<file path="src/rtl/hazard_ctrl_unit.sv">
// Load-use / branch-flush / memory-freeze hazard controller that sits beside the ID stage.
// Optional performance counters are enabled with the HAZ_PERF_CNT_EN macro.
module hazard_ctrl_unit #(
  parameter int REG_AW   = 4,
  parameter int LOAD_LAT = 1,
  parameter int CNT_W    = 16
) (
  input  logic              clk,
  input  logic              rst_n,
  input  logic              idex_memread,
  input  logic [REG_AW-1:0] idex_rd,
  input  logic [REG_AW-1:0] ifid_rs,
  input  logic [REG_AW-1:0] ifid_rt,
  input  logic              ifid_uses_rt,
  input  logic              br_taken,
  input  logic              ext_stall,
  output logic              pc_write,
  output logic              ifid_write,
  output logic              ifid_flush,
  output logic              idex_bubble,
  output logic              stall,
  output logic              hz_state
`ifdef HAZ_PERF_CNT_EN
  ,
  output logic [CNT_W-1:0]  stall_cycles,
  output logic [CNT_W-1:0]  flush_count
`endif
);

  if (LOAD_LAT < 1 || LOAD_LAT > 15 || CNT_W < 1) begin : g_bad_param
    $error("hazard_ctrl_unit: LOAD_LAT must be 1..15 and CNT_W >= 1");
  end

  typedef enum logic {IDLE = 1'b0, LU_STALL = 1'b1} state_t;

  localparam logic [3:0] CNT_INIT = 4'(LOAD_LAT - 1);

  state_t     state, state_nxt;
  logic [3:0] cnt, cnt_nxt;
  logic       hit;
  logic       pc_en, ifid_en, flush_req, bubble_req, lu_stall;

  assign hit = idex_memread && (idex_rd != '0) &&
               ((idex_rd == ifid_rs) || (ifid_uses_rt && (idex_rd == ifid_rt)));

  always_ff @(posedge clk or negedge rst_n) begin
    if (!rst_n) begin
      state <= IDLE;
      cnt   <= '0;
    end else begin
      state <= state_nxt;
      cnt   <= cnt_nxt;
    end
  end

  // Priority: freeze, then load-use stall, then branch flush, then normal flow.
  always_comb begin
    state_nxt  = state;
    cnt_nxt    = cnt;
    pc_en      = 1'b1;
    ifid_en    = 1'b1;
    flush_req  = 1'b0;
    bubble_req = 1'b0;
    lu_stall   = 1'b0;
    if (ext_stall) begin
      pc_en   = 1'b0;
      ifid_en = 1'b0;
    end else if (state == LU_STALL || hit) begin
      pc_en      = 1'b0;
      ifid_en    = 1'b0;
      bubble_req = 1'b1;
      lu_stall   = 1'b1;
      if (state == LU_STALL) begin
        // ID/EX already holds the bubble, so the hit input is ignored here
        cnt_nxt = cnt - 4'd1;
        if (cnt == 4'd1) state_nxt = IDLE;
      end else if (LOAD_LAT > 1) begin
        state_nxt = LU_STALL;
        cnt_nxt   = CNT_INIT;
      end
    end else if (br_taken) begin
      flush_req = 1'b1;
    end
  end

  // Outputs are held low for as long as reset is asserted.
  assign pc_write    = rst_n & pc_en;
  assign ifid_write  = rst_n & ifid_en;
  assign ifid_flush  = rst_n & flush_req;
  assign idex_bubble = rst_n & bubble_req;
  assign stall       = rst_n & lu_stall;
  assign hz_state    = rst_n & (state == LU_STALL);

`ifdef HAZ_PERF_CNT_EN
  always_ff @(posedge clk or negedge rst_n) begin
    if (!rst_n) begin
      stall_cycles <= '0;
      flush_count  <= '0;
    end else begin
      if (stall && !(&stall_cycles))     stall_cycles <= stall_cycles + CNT_W'(1);
      if (ifid_flush && !(&flush_count)) flush_count  <= flush_count + CNT_W'(1);
    end
  end
`endif

endmodule

</file>
<file path="config.mk">
export PLATFORM = sky130hd
export DESIGN_NAME = hazard_ctrl_unit
export DESIGN_NICKNAME = d
export VERILOG_FILES = /design/src/rtl/hazard_ctrl_unit.sv
export SDC_FILE = /design/constraint.sdc
export NUM_CORES = 1
export LEC_CHECK = 0
export ABC_AREA = 1
export CAP_MARGIN = 20
export CORE_MARGIN = 2
export CORE_UTILIZATION = 33
export CTS_CLUSTER_DIAMETER = 40
export CTS_CLUSTER_SIZE = 30
export DETAILED_ROUTE_END_ITERATION = 6
export HOLD_SLACK_MARGIN = 0.06
export PLACE_DENSITY = 0.72
export SETUP_SLACK_MARGIN = 0.5
export SYNTH_ARGS = -nofsm -noshare
export SYNTH_HDL_FRONTEND = slang
export SYNTH_SLANG_ARGS = --single-unit
</file>
<file path="constraint.sdc">
create_clock -name clk -period 0.9 [get_ports clk]
set_input_delay 0.135 -clock clk [delete_from_list [all_inputs] [get_ports clk]]
set_output_delay 0.135 -clock clk [all_outputs]
set_load 0.03 [all_outputs]
</file>
==> results of run 1 <==
## worst max-delay path: stages
cell and delay [ns]:
buf_2 0.10, xor2_1 0.15, nor2_1 0.13, nand2_1 0.07, nand2_1 0.08, nand2_2 0.09, a21oi_4 0.19, buf_6 0.15
## routing by layer
layer,wire (um),vias to the layer above,global-route usage (%)
met5,0,-,0
met3,54,0,8.152
li1,-,275,-
met4,0,0,1.667
met2,717,16,33.59
met1,479,251,19.54
## placed cells by master, fill, tap and decap left out, drive strengths merged, types with 2 or more instances in the layout
cell,instances
nand3,2
nand2,18
nor2,10
buf,29
a21oi,2
dlygate4sd2,4
ha,2
inv,17
xor2,5
clkbuf,4
dfrtp,5
## power by group through the flow
| stage | Combinational (W) | Sequential, W | Clock, W |
|---|---|---|---|
| after floorplan | 0.000540 | 0.000406 | 0 |
| after global placement | 0.000936 | 0.000393 | 0 |
| after detailed placement | 0.000955 | 0.000397 | 0 |
| after CTS | 0.00107 | 0.000394 | 0.000275 |
| after global routing | 0.00126 | 0.000408 | 0.000289 |
| final | 0.00115 | 0.000395 | 0.000268 |
## area by class of cell
cell class                 count  area [um2]  area share, %
timing repair buffer          35       296.5          34.10
tap                           15       18.77          2.158
clock buffer                   4       26.28          3.022
sequential                     5       125.1          14.39
inverter                      18       71.32          8.201
multi-input combinational     44       331.6          38.13
## worst paths after layout
kind,end,start,depth (start not counted),slack (ns)
max reg2reg,cnt[3],state,6,-0.28
min,cnt[2],rst_n,2,-0.04
max in group asynchronous,cnt[0],rst_n,2,0.82
min in group clk,state,ext_stall,3,0.35
max,idex_bubble,ifid_rs[3],8,-0.32
min reg2reg,cnt[1],cnt[1],2,0.54
## through the flow
stage               TNS, ns  total power [W]  std cells  utilization, %
global placement     -5.232         0.001330        114           62.12
finish               -2.682         0.001813        121           67.67
CTS                  -2.146         0.001735        120           65.53
detailed placement   -5.365         0.001352        114           62.12
global route         -3.395         0.001962        121           67.67
floorplan           -0.5662        0.0009465         69               -
## logic make-up after synthesis
family	Yosys count	synth area share, %
fa+ha+maj	2	5.555
buf+inv	20	18.33
xor+xnor	6	11.67
simple gates	32	30.83
compound gates	4	5.834
flops	5	27.78
## what timing repair did
item / 4_1_cts / 5_1_grt
pin swaps: 18 / 5
hold endpoints to repair: 5 / 5
setup endpoints to repair: 11 / 11
buffers inserted: 2 / 1
gates cloned: 0 / 0
gates resized for setup: 70 / 4
## flip-flops by register name, summed over array words and instances, names as in the netlist
| register | cells |
|---|---|
| cnt | 4 |
| state | 1 |
==> summary.txt, run 1 <==
STA
  – Hold WS: -0.04063 ns
  – RSZ-0062 raised after global routing: true
  – Max transition margin: 89.31%
  – Final critical-path required period: 1.222 ns
  – Fmax: 818.5 MHz
  – Final setup violation count: 11
  – Period Utilization, post-route: 135.7%
  – Final worst setup slack: -0.3217 ns
  – Hold Vio Cnt, Final: 5
  – Worst Skew: 0.008668 ns
  – Worst slew pin tran: 0.1594 ns
  – Max-slew violations: 0

Clock tree
  – CTS Buf Count: 3
  – CTS Root Cell: clkbuf_4
  – Clock latency on the worst-skew pair: 0.25 ns
  – Clk slew on worst S/H paths: 0.05 ns
  – Htree depth: 1
  – CTS tree: yes
  – Worst-case clock buffer depth: 2
  – Clock Sinks: 5

Layout
  – Design area: 869.6 um2
  – Antenna Cells: 0
  – Layout cells sized above 1: 52.83%
  – Fillers: 113
  – Layout area overhead: 93.06%
  – Final nets: 127

Global routing
  – Initial antenna violation count: 0
  – Vias in the first global route: 514
  – Largest net degree at the start of global routing: 7
  – Gr usage total: 18.29%
  – Total grt overflow: 0
  – First-pass GRT wire length: 2007 um

Power
  – Switching part of the total power: 39.84%
  – Register share of total power: 21.8%
  – Sw Pwr: 0.0007222 W
  – Cell-internal power: 0.001091 W
  – LEAKAGE: 0.4675 nW
  – Clock power frac: 14.8%
  – Pwr/cell area: 2085 nW/um2
  – Peak supply drop: 1.454 mV
  – Comb pwr share: 63.4%

Worst setup path
  – CP required: 0.76 ns
  – Crit Path Max Fanout: 2
  – Critical Path AT: 1.09 ns
  – Setup crit start kind: input pin
  – Kind of end point of the critical path: primary output
  – Setup Crit Path Kind: input pin to primary output

Floorplanning
  – Die Ht: 40.95 um
  – Initial Utilization: 35.05%
  – Die X: 40.95 um
  – Core region area: 1285 um2
  – Die ar.: 1676 um2
  – I/O Pins: 24
  – Row count: 13

Routing
  – Antenna Nets Post-Route: 0
  – Drc violations: 0
  – DRT iter0 DRCs: 2
  – First-pass DRT Iterations: 4
  – Vias: 542
  – Number of vias per cell: 4.479
  – WL final: 1252 um
  – WL/cell: 10.35 um

Placed design
  – Routability cong.: 0.8087
  – Placed cell area: 798.3 um2
  – Number of port buffers: 23
  – Final HPWL DP: 925.8 um
  – Pre-CTS WS: -0.8301 ns

Synth
  – #FFs+latches synth: 5
  – Most used flip-flop cell after synthesis: dfrtp_1
  – Mapped Area: 450.4 um2
  – Netlist cell types: 19
  – Ys Warns: 0
  – Synth area leaders: dfrtp_1 28%, nand2_1 14%, inv_1 13%
  – Post-synthesis average cell area: 6.528 um2
  – Post-synth ARST share: 100.0%
  – Post-synthesis net count: 89
  – Sequential-to-total area share from yosys stat: 27.78%
  – Synth area leader: dfrtp_1
  – Post-Synthesis Cells: 69
  – EDFF count, synth: 0
  – Most frequent cell after synthesis: nand2_1
  – Synth top cells by count: 17 x nand2_1, 15 x inv_1, 8 x nor2_1
  – Post-synth top area share: 27.78%

Run
  – Number of max-cap violations: 0

Worst hold path
  – Hold crit path type: input pin to async pin

Outcome
  – Status: complete, but fails checks
  – Failing checks: hold timing, setup timing
(Power assumes the default switching activity.)
==> inputs of run 2 (changes only) <==
CORE_AREA = 2 2 39 41   (was not set)
CORE_MARGIN = not set   (was 2)
CORE_UTILIZATION = not set   (was 33)
DIE_AREA = 0 0 41 43   (was not set)
HOLD_SLACK_MARGIN = 0.1   (was 0.06)
PLACE_DENSITY = 0.71   (was 0.72)
REMOVE_ABC_BUFFERS = 1   (was not set)
clock period = 1.24 ns   (was 0.9 ns; I/O delays follow)
==> summary.txt, run 2 (synthesis gave the netlist of run 1 again) <==
Layout
  – Layout area overhead: 94.44%
  – Final Non-Filler Cells: 118
  – Final nets: 123
  – Antenna Cells: 0
  – Layout cells sized above 1: 55.88%
  – Largest Register: cnt
  – Max reg flops: 4
  – Most frequent cells in the layout: 12 x nand2_1, 12 x buf_6, 9 x inv_1
  – Top Registers: cnt (4), state (1)

Outcome
  – Status: complete, but fails checks
  – Failing checks: setup timing

Clock tree
  – CTS Buf Count: 3
  – CTS Root Cell: clkbuf_4
  – Htree depth: 1
  – Clk slew on worst S/H paths: 0.04 ns
  – Worst-case clock buffer depth: 2
  – CTS tree: yes
  – Clock latency on the worst-skew pair: 0.24 ns
  – Clock Sinks: 5

Routing
  – Number of vias per cell: 4.263
  – Antenna Nets Post-Route: 0
  – WL final: 1174 um
  – DRT iter0 DRCs: 3
  – First-pass DRT Iterations: 4
  – Vias: 503
  – WL/cell: 9.949 um
  – Drc violations: 0

STA
  – Worst slew pin tran: 0.1518 ns
  – Final setup violation count: 5
  – Max transition margin: 89.82%
  – Worst Skew: 0.003365 ns
  – Hold WS: 0.005459 ns
  – Hold Vio Cnt, Final: 0
  – Final critical-path required period: 1.273 ns
  – Period Utilization, post-route: 102.6%
  – Fmax: 785.6 MHz
  – Final worst setup slack: -0.03285 ns
  – Max-slew violations: 0
  – RSZ-0062 raised after global routing: true
  – Setup Total Neg Slack: -0.1200 ns

Global routing
  – Total grt overflow: 0
  – Initial antenna violation count: 0
  – Gr usage total: 14.82%
  – First-pass GRT wire length: 1821 um
  – Vias in the first global route: 449
  – Largest net degree at the start of global routing: 7

Worst setup path
  – CP peak stage delay: 0.16 ns
  – Crit-path cells: buf_8 -> xor2_1 -> nor2_1 -> nand2_1 -> nand2_1 -> nand2_2 -> a21oi_4 -> buf_6
  – Critical Path AT: 1.09 ns
  – Kind of end point of the critical path: primary output
  – Crit Path Max Fanout: 4
  – Setup crit start kind: input pin
  – CP max stage cell: a21oi_4
  – Setup Crit Path Kind: input pin to primary output
  – Critical R2R Launch: state
  – Reg-to-reg setup timing slack: 0.07 ns
  – Crit path launch: idex_rd[3]
  – CP required: 1.05 ns
  – Most frequent cell on the critical path: nand2_1
  – Reg2reg path depth: 6

Power
  – Cell-internal power: 0.0007359 W
  – Pwr/cell area: 1417 nW/um2
  – Comb pwr share: 60.5%
  – Register share of total power: 24.3%
  – LEAKAGE: 0.4680 nW
  – Peak supply drop: 0.8720 mV
  – Clock power frac: 15.2%
  – Sw Pwr: 0.0005048 W
  – Switching part of the total power: 40.69%

Floorplanning
  – Core region area: 1384 um2
  – Row count: 14
  – I/O Pins: 24
  – Die X: 41 um
  – Die Ht: 43 um
  – Initial Utilization: 32.55%
  – Die ar.: 1763 um2

Placed design
  – Cells after DPL: 109
  – Number of port buffers: 23
  – Routability cong.: 0.7585
  – Final HPWL DP: 822.9 um

Worst hold path
  – Hold crit path type: input pin to async pin

Run
  – Number of max-cap violations: 0
[run 2: changes by cell type in the layout (fill, tap and decap cells not counted), sizes merged]
cell,change
clkinv,-1
clkdlybuf4s15,-1
clkbuf,+1
dlygate4sd2,-1
inv,+1
buf,-3
[run 2: area by class of cell]
class	count	area, um2
Inverter	18	75.07
Timing Repair Buffer	31	299.0
Multi-Input combinational cell	44	330.3
Clock buffer	4	26.28
Sequential cell	5	125.1
Fill cell	109	508.0
Tap cell	16	20.02
[run 2: worst max-delay path: cells and delay by family]
family / cells / cell delay [ns]
simple gates: 4 / 0.36
xor+xnor: 1 / 0.13
buf+inv: 2 / 0.25
compound gates: 1 / 0.16
[run 2: through the flow]
stage / worst slack (ns) / area, um2 / power (W) / utilization (%)
after floorplan: -0.4276 / 435.4 / 0.0005869 / -
after global placement: -0.4915 / 693.2 / 0.0007550 / 50.09
after detailed placement: -0.4948 / 693.2 / 0.0007714 / 50.09
after CTS: -0.02414 / 787.0 / 0.001117 / 56.87
after global routing: -0.09437 / 875.8 / 0.001355 / 63.29
final: -0.03285 / 875.8 / 0.001241 / 63.29
[run 2: final timing paths]
check                         endpoint
setup reg to reg                cnt[3]
max in group asynchronous       cnt[1]
hold reg to reg                 cnt[3]
hold / removal                  cnt[3]
setup / recovery           idex_bubble
min in group clk                cnt[2]
[run 2: power groups by stage]
stage | Sequential [W] | Clock, W | Combinational, W
floorplan | 0.000286 | 0 | 0.000301
global placement | 0.000291 | 0 | 0.000464
detailed placement | 0.000296 | 0 | 0.000475
CTS | 0.000298 | 0.000195 | 0.000623
global route | 0.000314 | 0.000211 | 0.000830
finish | 0.000301 | 0.000189 | 0.000750
[run 2: repair_timing]
| item | in CTS | in global routing |
|---|---|---|
| setup endpoints to repair | 11 | 11 |
| resized for setup | 79 | 25 |
| pin swaps | 22 | 16 |
| setup buffers | 4 | 1 |
| endpoints found under the hold margin | 5 | 5 |
[run 2: per-layer routing]
layer | up-vias | GRT usage [%] | share of wire (%)
met5 | - | 0 | 0
met4 | 0 | 4.000 | 0.94
met3 | 2 | 4.712 | 3.1
met2 | 12 | 24.06 | 58
met1 | 225 | 17.92 | 38
li1 | 264 | - | -
